[src/rtl/audio_source_ctrl_pkg.sv]
// Shared definitions for the audio source selection path: selection codes,
// controller state encoding and the stereo frame width helper.
package audio_source_ctrl_pkg;

    localparam logic [1:0] SEL_MUTE = 2'b00;
    localparam logic [1:0] SEL_SRC0 = 2'b01;
    localparam logic [1:0] SEL_SRC1 = 2'b10;

    typedef enum logic [1:0] {
        ST_PASS = 2'd0,
        ST_GAP  = 2'd1,
        ST_MUTE = 2'd2
    } state_t;

    // One FIFO word carries a full {left, right} frame.
    function automatic int frame_w(input int dw);
        return 2 * dw;
    endfunction

    // The unused code 2'b11 behaves as mute.
    function automatic logic [1:0] norm_sel(input logic [1:0] sel);
        return (sel == 2'b11) ? SEL_MUTE : sel;
    endfunction

endpackage

[src/rtl/audio_underrun_counter.sv]
// Saturating event counter with synchronous clear; clear wins over a
// coincident event. Used for FIFO underruns, equally usable for overruns.
module audio_underrun_counter #(
    parameter int WIDTH = 16
) (
    input  logic             clk,
    input  logic             arst,
    input  logic             inc,
    input  logic             clr,
    output logic [WIDTH-1:0] count
);

    // Count qualifying events, holding at all-ones.
    // NOTE: sequential state uses non-blocking assignments so every register
    // samples pre-edge values, independent of block ordering.
    always_ff @(posedge clk or posedge arst) begin
        if (arst) begin
            count <= '0;
        end else if (clr) begin
            count <= '0;
        end else if (inc && (count != '1)) begin
            count <= count + 1'b1;
        end
    end

endmodule

[src/rtl/audio_source_ctrl.sv]
// Grants one of two stereo sources write access to the I2S sample FIFO and
// changes the grant only through a run of zero frames, so the DAC never sees
// a torn frame or an abrupt step. Also counts read-side underruns.
module audio_source_ctrl
    import audio_source_ctrl_pkg::*;
#(
    parameter int         DW         = 24,
    parameter int         GAP_FRAMES = 8,
    parameter logic [1:0] RESET_SEL  = 2'b01
) (
    input  logic                    clk,
    input  logic                    arst,
    input  logic [1:0]              sel_req,
    input  logic                    sel_req_valid,
    input  logic [frame_w(DW)-1:0]  src0_data,
    input  logic                    src0_valid,
    output logic                    src0_ready,
    input  logic [frame_w(DW)-1:0]  src1_data,
    input  logic                    src1_valid,
    output logic                    src1_ready,
    input  logic                    fifo_full,
    output logic                    fifo_wr,
    output logic [frame_w(DW)-1:0]  fifo_data,
    input  logic                    fifo_empty,
    input  logic                    fifo_rd,
    output logic [1:0]              cur_sel,
    output logic                    switching,
    output logic [15:0]             underrun_cnt,
    input  logic                    underrun_clr
);

    localparam logic [1:0] RST_SEL   = norm_sel(RESET_SEL);
    localparam state_t     RST_STATE = (RST_SEL == SEL_MUTE) ? ST_MUTE : ST_PASS;
    localparam logic [7:0] GAP_LOAD  = 8'(GAP_FRAMES);

    state_t     state, state_nxt;
    logic [1:0] sel_q, sel_nxt;
    logic [1:0] target, target_nxt;
    logic [7:0] gap_cnt, gap_nxt;
    logic [1:0] req;

    assign req       = norm_sel(sel_req);
    assign cur_sel   = sel_q;
    assign switching = (state == ST_GAP);

    // State, grant, pending target and remaining gap frames.
    always_ff @(posedge clk or posedge arst) begin
        if (arst) begin
            state   <= RST_STATE;
            sel_q   <= RST_SEL;
            target  <= SEL_MUTE;
            gap_cnt <= '0;
        end else begin
            state   <= state_nxt;
            sel_q   <= sel_nxt;
            target  <= target_nxt;
            gap_cnt <= gap_nxt;
        end
    end

    // Next-state logic and the FIFO write-port mux.
    // NOTE: every signal gets a default before the case so no path leaves
    // one unassigned, which would otherwise infer a latch.
    always_comb begin
        state_nxt  = state;
        sel_nxt    = sel_q;
        target_nxt = target;
        gap_nxt    = gap_cnt;
        src0_ready = 1'b0;
        src1_ready = 1'b0;
        fifo_wr    = 1'b0;
        fifo_data  = '0;

        case (state)
            ST_PASS: begin
                if (sel_q == SEL_SRC0) begin
                    src0_ready = !fifo_full;
                    fifo_wr    = src0_valid && !fifo_full;
                    fifo_data  = src0_data;
                end else begin
                    src1_ready = !fifo_full;
                    fifo_wr    = src1_valid && !fifo_full;
                    fifo_data  = src1_data;
                end
                if (sel_req_valid && (req != sel_q)) begin
                    state_nxt  = ST_GAP;
                    target_nxt = req;
                    gap_nxt    = GAP_LOAD;
                end
            end

            ST_MUTE: begin
                fifo_wr = !fifo_full;
                if (sel_req_valid && (req != sel_q)) begin
                    state_nxt  = ST_GAP;
                    target_nxt = req;
                    gap_nxt    = GAP_LOAD;
                end
            end

            ST_GAP: begin
                fifo_wr = !fifo_full;
                // A late request only retargets; the gap keeps its length.
                if (sel_req_valid) begin
                    target_nxt = req;
                end
                if (!fifo_full) begin
                    gap_nxt = gap_cnt - 8'd1;
                    if (gap_cnt == 8'd1) begin
                        sel_nxt   = target_nxt;
                        state_nxt = (target_nxt == SEL_MUTE) ? ST_MUTE : ST_PASS;
                    end
                end
            end

            default: begin
                state_nxt = RST_STATE;
                sel_nxt   = RST_SEL;
            end
        endcase
    end

    audio_underrun_counter #(
        .WIDTH(16)
    ) u_underrun (
        .clk   (clk),
        .arst  (arst),
        .inc   (fifo_rd & fifo_empty),
        .clr   (underrun_clr),
        .count (underrun_cnt)
    );

endmodule

[config.mk]
export PLATFORM = sky130hd
export DESIGN_NAME = audio_source_ctrl
export DESIGN_NICKNAME = d
export VERILOG_FILES = /design/src/rtl/audio_source_ctrl_pkg.sv /design/src/rtl/audio_underrun_counter.sv /design/src/rtl/audio_source_ctrl.sv
export SDC_FILE = /design/constraint.sdc
export NUM_CORES = 1
export LEC_CHECK = 0
export BUFFER_PORTS_ARGS = -buffer_cell sky130_fd_sc_hd__buf_2
export CAP_MARGIN = 15
export CELL_PAD_IN_SITES_DETAIL_PLACEMENT = 1
export CELL_PAD_IN_SITES_GLOBAL_PLACEMENT = 1
export CORE_ASPECT_RATIO = 0.7
export CORE_UTILIZATION = 29
export CTS_BUF_LIST = sky130_fd_sc_hd__clkbuf_4 sky130_fd_sc_hd__clkbuf_8
export DETAILED_ROUTE_END_ITERATION = 16
export PLACE_DENSITY_LB_ADDON = 0.15
export SETUP_SLACK_MARGIN = 0.2
export SLEW_MARGIN = 0
export SYNTH_ARGS = -nofsm -noshare
export SYNTH_HDL_FRONTEND = slang
export SYNTH_SLANG_ARGS = --single-unit
[constraint.sdc]
create_clock -name clk -period 2.4 [get_ports clk]
set_clock_uncertainty 0.2 [all_clocks]
set_input_delay 0.48 -clock clk [delete_from_list [all_inputs] [get_ports clk]]
set_output_delay 0.48 -clock clk [all_outputs]
set_load 0.05 [all_outputs]
After elaboration in Yosys (flattened, before gate mapping)
Index checks and enable logic that the tools add are counted.
{"block": "word_totals", "reg_bits": 30, "input_bits": 107, "out_inout_bits": 70, "elab_cells": 60}
{"block": "op_classes", "add_sub_neg": 2, "n_eq_ne": 10, "mux": 26, "n_bitwise": 2, "reduce_logical": 15}
{"op": "2-to-1 mux 48 bit", "count": 2}
{"op": "2-to-1 mux 16 bit", "count": 2}
{"op": "2-to-1 mux 2 bit", "count": 10}
{"op": "adder 16 x 1 -> 16 bit, second input constant", "count": 1}
{"op": "2-to-1 mux 8 bit", "count": 2}
{"op": "inequality test 16 bit, second input constant", "count": 1}
{"op": "case mux 8 bit (2 select lines)", "count": 1}
{"op": "case mux 2 bit (2 select lines)", "count": 3}
{"op": "AND reduction 3 bit", "count": 3}
{"op": "equality test 8 x 1 -> 1 bit, second input constant", "count": 1}
{"op": "subtractor 8 x 1 -> 8 bit, second input constant", "count": 1}
{"op": "2-to-1 mux 1 bit", "count": 5}
{"op": "equality test 2 x 1 -> 1 bit, second input constant", "count": 2}
{"op": "equality test 2 bit, second input constant", "count": 2}
{"op": "logical AND 1 bit", "count": 4}
{"op": "logical NOT 2 bit", "count": 2}
{"op": "inequality test 2 x 1 -> 1 bit, second input constant", "count": 2}
{"op": "nonzero test 2 bit", "count": 2}
{"op": "OR reduction 2 bit", "count": 2}
{"op": "inequality test 2 bit", "count": 1}
{"op": "inequality test 2 bit, second input constant", "count": 1}
{"op": "case mux 1 bit (2 select lines)", "count": 1}
{"op": "AND reduction 2 bit", "count": 1}
{"op": "AND 1 bit", "count": 1}
{"op": "2 further kinds", "count": 2}

Depth between registers and ports, before layout
{"block": "depth", "depth_word": 9, "mapped_depth": 9, "mapped_depth_nobuf": 7}

By module
A second synthesis with hierarchy kept.
{"block": "hier_totals", "cells_unflattened": 373, "hier_area_um2": 2693.8}
{"module": "audio_source_ctrl", "n_inst": 1, "cells_per_inst": 272, "area_per_inst_um2": 1761.7, "seq_area_each_um2": 351.6}
{"module": "audio_underrun_counter", "n_inst": 1, "cells_per_inst": 101, "area_per_inst_um2": 932.1, "seq_area_each_um2": 400.4}

Least setup slack after synthesis
No wires, ideal clock.
{"block": "synth_timing", "kind": "reg2out", "start": "register sel_q[0], in the netlist cur_sel[0]", "end": "output fifo_wr", "arrival_ps": 2710, "t_required_ps": 1720, "path_slack_ps": -990, "path_stages_with_launch": 9, "path_buffers": 3, "path_cell_list": "dfstp_2 clkbuf_2 nor2b_1 clkbuf_1 clkbuf_1 nand2_1 nand2_1 a21oi_1 nor3_1"}
{"block": "synth_between", "elab_chain_cells": 3}
{"element": "start, declared", "line": "audio_source_ctrl.sv:37", "rtl": "logic [1:0] sel_q, sel_nxt;"}
{"element": "start signal, assigned", "line": "audio_source_ctrl.sv:55", "rtl": "sel_q <= sel_nxt;"}
{"element": "equality test 2 x 1 -> 1 bit", "line": "audio_source_ctrl.sv:76", "rtl": "if (sel_q == SEL_SRC0) begin"}
{"element": "2-to-1 mux 1 bit", "line": "audio_source_ctrl.sv:76"}
{"element": "case mux 1 bit (2 select lines)", "line": "audio_source_ctrl.sv:74", "rtl": "case (state)"}
{"element": "end, declared", "line": "audio_source_ctrl.sv:22", "rtl": "output logic fifo_wr,"}
Every way passes these cells.

Final worst setup path
{"block": "layout_timing", "start": "register sel_q[0], in the netlist cur_sel[0]", "end": "output fifo_data[35]"}
{"block": "layout_between", "elab_chain_cells": 3}
{"element": "equality test 2 x 1 -> 1 bit", "line": "audio_source_ctrl.sv:76"}
{"element": "2-to-1 mux 48 bit", "line": "audio_source_ctrl.sv:76"}
{"element": "2-to-1 mux 48 bit", "line": "audio_source_ctrl.sv:74"}
{"element": "end, declared", "line": "audio_source_ctrl.sv:23", "rtl": "output logic [frame_w(DW)-1:0] fifo_data,"}
Every way passes these cells.

==> flow_summary_export.csv <==
group,metric,value,unit
outcome,status,"finished with violations",
outcome,violations,"setup timing",
flow_run,cap_violations,0,
synth,synth_most_common_cell,"nand2_1",
route,drt-total-wl,12.79,mm
timing,rsz0062_at_grt,"yes",
critical_path,crit_fanout,8,
clock_tree,clk_latency,0.29,ns
final_layout,finalNetCount,671,
route,drt-initial-drc-count,106,
power_and_ir_drop,power_frac_comb,84.5,%
floorplanning,start_util,30.47,%
power_and_ir_drop,clock_power_share,6.0,%
floorplanning,dieArea,9447,um^2
synth,synth_edf_count,0,
route,via_per_inst,5.209,
final_layout,seq_area,759.5,um^2
timing,period_needed,2.418,ns
synth,yosys.area.top_type,"dfrtp_1",
synth,ys_seq_area_share,28.63,%
route,drc_errors,0,
power_and_ir_drop,p_leak,2.491,nW
timing,post-route-period-util,100.7,%
placed_design,hpwlAfterDp,8.191,mm
synth,synth.top_cell.area_share,27.63,%
timing,hold_violations,0,
global_routing,grt.overflow.total,0,
power_and_ir_drop,sw_frac_of_total,52.44,%
final_layout,drive_gt1_share,61.29,%
global_routing,grt_usage,24.01,%
global_routing,grt_pass1_vias,3499,
synth,synth_flop_cell,"dfrtp_1",
critical_path,cp.required,1.72,ns
synth,ys_seq_elements,30,
power_and_ir_drop,powerDensity,1416,nW/um^2
clock_tree,cts_buffers,5,
final_layout,fillers,1004,
timing,slew_headroom,60.66,%
timing,fmax,0.4136,GHz
critical_path,endpoint_kind,"output pin",
route,wire_per_inst,18.83,um
synth,synth_cells,367,
synth,syn-num-nets,481,
timing,setup_viol,2,
power_and_ir_drop,power.switching,0.003877,W
critical_path,crit_type,"reg -> out",
placed_design,gp_congestion,0.8146,
floorplanning,die_x,115.7,um
floorplanning,core_area,8618,um^2
floorplanning,die_height,81.62,um
final_layout,area_growth,98.81,%
synth,synth.avg_cell_area,7.156,um^2
critical_path,arrival,1.74,ns
route,postRouteAntennaNets,0,
route,drtPass1Iterations,4,
timing,slew_violations,0,
power_and_ir_drop,seqPwrFrac,9.5,%
timing,worst_slack,-0.01768,ns
power_and_ir_drop,peakVddDrop,0.9030,mV
floorplanning,num_rows,28,
clock_tree,clk_path_buf_depth,2,
synth,ys_top_cells_by_area,"dfrtp_1 (28%), nand2_1 (17%), a21boi_0 (14%), nor2_1 (3.7%), ha_1 (3.3%)",
clock_tree,clock_sinks,30,
global_routing,grt_pass1_wl,17.61,mm
clock_tree,htree_levels,2,
timing,worst_slew_pin_slew,0.5856,ns
final_layout,utilization,60.58,%
critical_path,cp-start-kind,"register",
synth,synthesis.area,2626,um^2
clock_tree,cts_root_buf,"clkbuf_8",
global_routing,grt_start_max_net_pins,31,
clock_tree,tritoncts,"yes",
synth,synthDistinctLibCells,50,
timing,fin_hold_ws,0.07379,ns
clock_tree,clk_pin_slew_worst_paths,0.07,ns
placed_design,port_buffers,176,
final_layout,multi_input_area,2525,um^2
power_and_ir_drop,p_int,0.003517,W
floorplanning,num_io_pins,177,
global_routing,antenna_found_initial,0,
synth,synth_common_cells,"nand2_1 (116), a21boi_0 (48), dfrtp_1 (29)",
synth,async_flop_share,100.0,%
route,vias,3537,
worst_hold_path,holdCritPathClass,"in -> async",
synth,yosys_warnings,0,
[per-stage QoR]
step                      setup slack, ns  cell area [um^2]  instances  power (W)  setup TNS [ns]
final                            -0.01768              5221        679   0.007393        -0.01853
after global routing             -0.06027              5219        678   0.007711         -0.6573
after CTS                         0.02246              4878        669   0.006814               0
after detailed placement           0.1500              4214        652   0.005316               0
after global placement             0.1874              4214        652   0.005208               0
after floorplan                   -0.2138              3161        367   0.004305          -8.175
[state kept, by name, summed over array words and instances, names as in the netlist]
name / count
cur_sel: 2
gap_cnt: 8
state: 2
target: 2
u_underrun.count: 16
[placed cells by master, fill, tap and decap left out, types with 3 or more instances in the layout]
cell      instances
dfrtp_2           6
a21boi_4         40
buf_8             9
a21oi_1           6
xnor2_1           6
buf_2           125
o21ai_1           3
clkbuf_8          6
nand2_2          25
mux2i_1           3
dfrtp_1          23
nor3_1           11
nor2_1           23
inv_1             7
nor4_1            3
buf_4            16
nand2_1          77
a21boi_2          8
nand2_4          14
buf_12            7
mux2_2            3
nand4_1           3
nand3_1           5
buf_6            47
a21oi_2           4
ha_1              4
xor2_1            7
o21ai_0           4
[repair_timing]
item,4_1_cts,5_1_grt
hold buffers,0,0
setup endpoints to repair,57,63
setup buffers,7,7
pin swaps,2,33
cloned,2,2
gates resized for setup,139,65
[worst max-delay path: stages (launching register included)]
cell and delay, ns:
dfstp_2 0.53, nor2b_4 0.16, buf_12 0.15, buf_12 0.11, buf_16 0.12, nand2_4 0.05, a21boi_4 0.15, buf_6 0.17
[power by group through the flow]
stage          combinational [W]  clock, W  sequential, W
3_3_place_gp             0.00451         0       0.000697
6_report                 0.00625  0.000446       0.000700
2_1_floorplan            0.00358         0       0.000728
3_5_place_dp             0.00461         0       0.000706
4_1_cts                  0.00567  0.000453       0.000687
5_1_grt                  0.00653  0.000476       0.000708
[path summary, 6_finish.rpt]
path | startpoint | end | slack (ns) | cells past startpoint
max in group asynchronous | arst | cur_sel[0]$_DFFE_PP1P_ | 1.59 | 3
min in group clk | gap_cnt[6]$_DFFE_PP0P_ | gap_cnt[6]$_DFFE_PP0P_ | 0.31 | 1
worst max-delay path | cur_sel[0]$_DFFE_PP1P_ | fifo_data[35] | -0.02 | 7
worst min-delay path | arst | u_underrun.count[0]$_DFFE_PP0P_ | 0.07 | 3
worst max register to register | state[1]$_DFFE_PP0P_ | state[0]$_DFFE_PP0P_ | 0.13 | 10
worst min register to register | gap_cnt[6]$_DFFE_PP0P_ | gap_cnt[6]$_DFFE_PP0P_ | 0.31 | 1
[area by class of cell]
| cell class | count | area share [%] |
|---|---|---|
| Clock buffer | 6 | 1.582 |
| Antenna cell | 1 | 0.04793 |
| Sequential cell | 30 | 14.55 |
| Tap cell | 120 | 2.876 |
| Clock inverter | 2 | 0.2396 |
| Timing Repair Buffer | 208 | 31.70 |
| Multi-Input combinational cell | 303 | 48.36 |
| Inverter | 9 | 0.6470 |
[routing by layer]
metal	vias up	part of all wire, %	wire, um	global-route usage [%]
met4	0	2.2	280	4.359
met1	1731	39	5007	28.07
met3	24	5.8	740	5.240
met2	143	53	6758	45.57
li1	1639	-	-	-
met5	-	0	0	0
[cells by family after synthesis]
logic type      count (synthesis)  synth area share, %
xor+xnor                       13                4.335
mux                             7                2.858
buf+inv                        34                5.002
compound gates                 87                23.63
flops                          30                28.63
fa+ha+maj                       7                3.335
simple gates                  189                32.21
No activity file was read; power rests on OpenSTA's default activity.
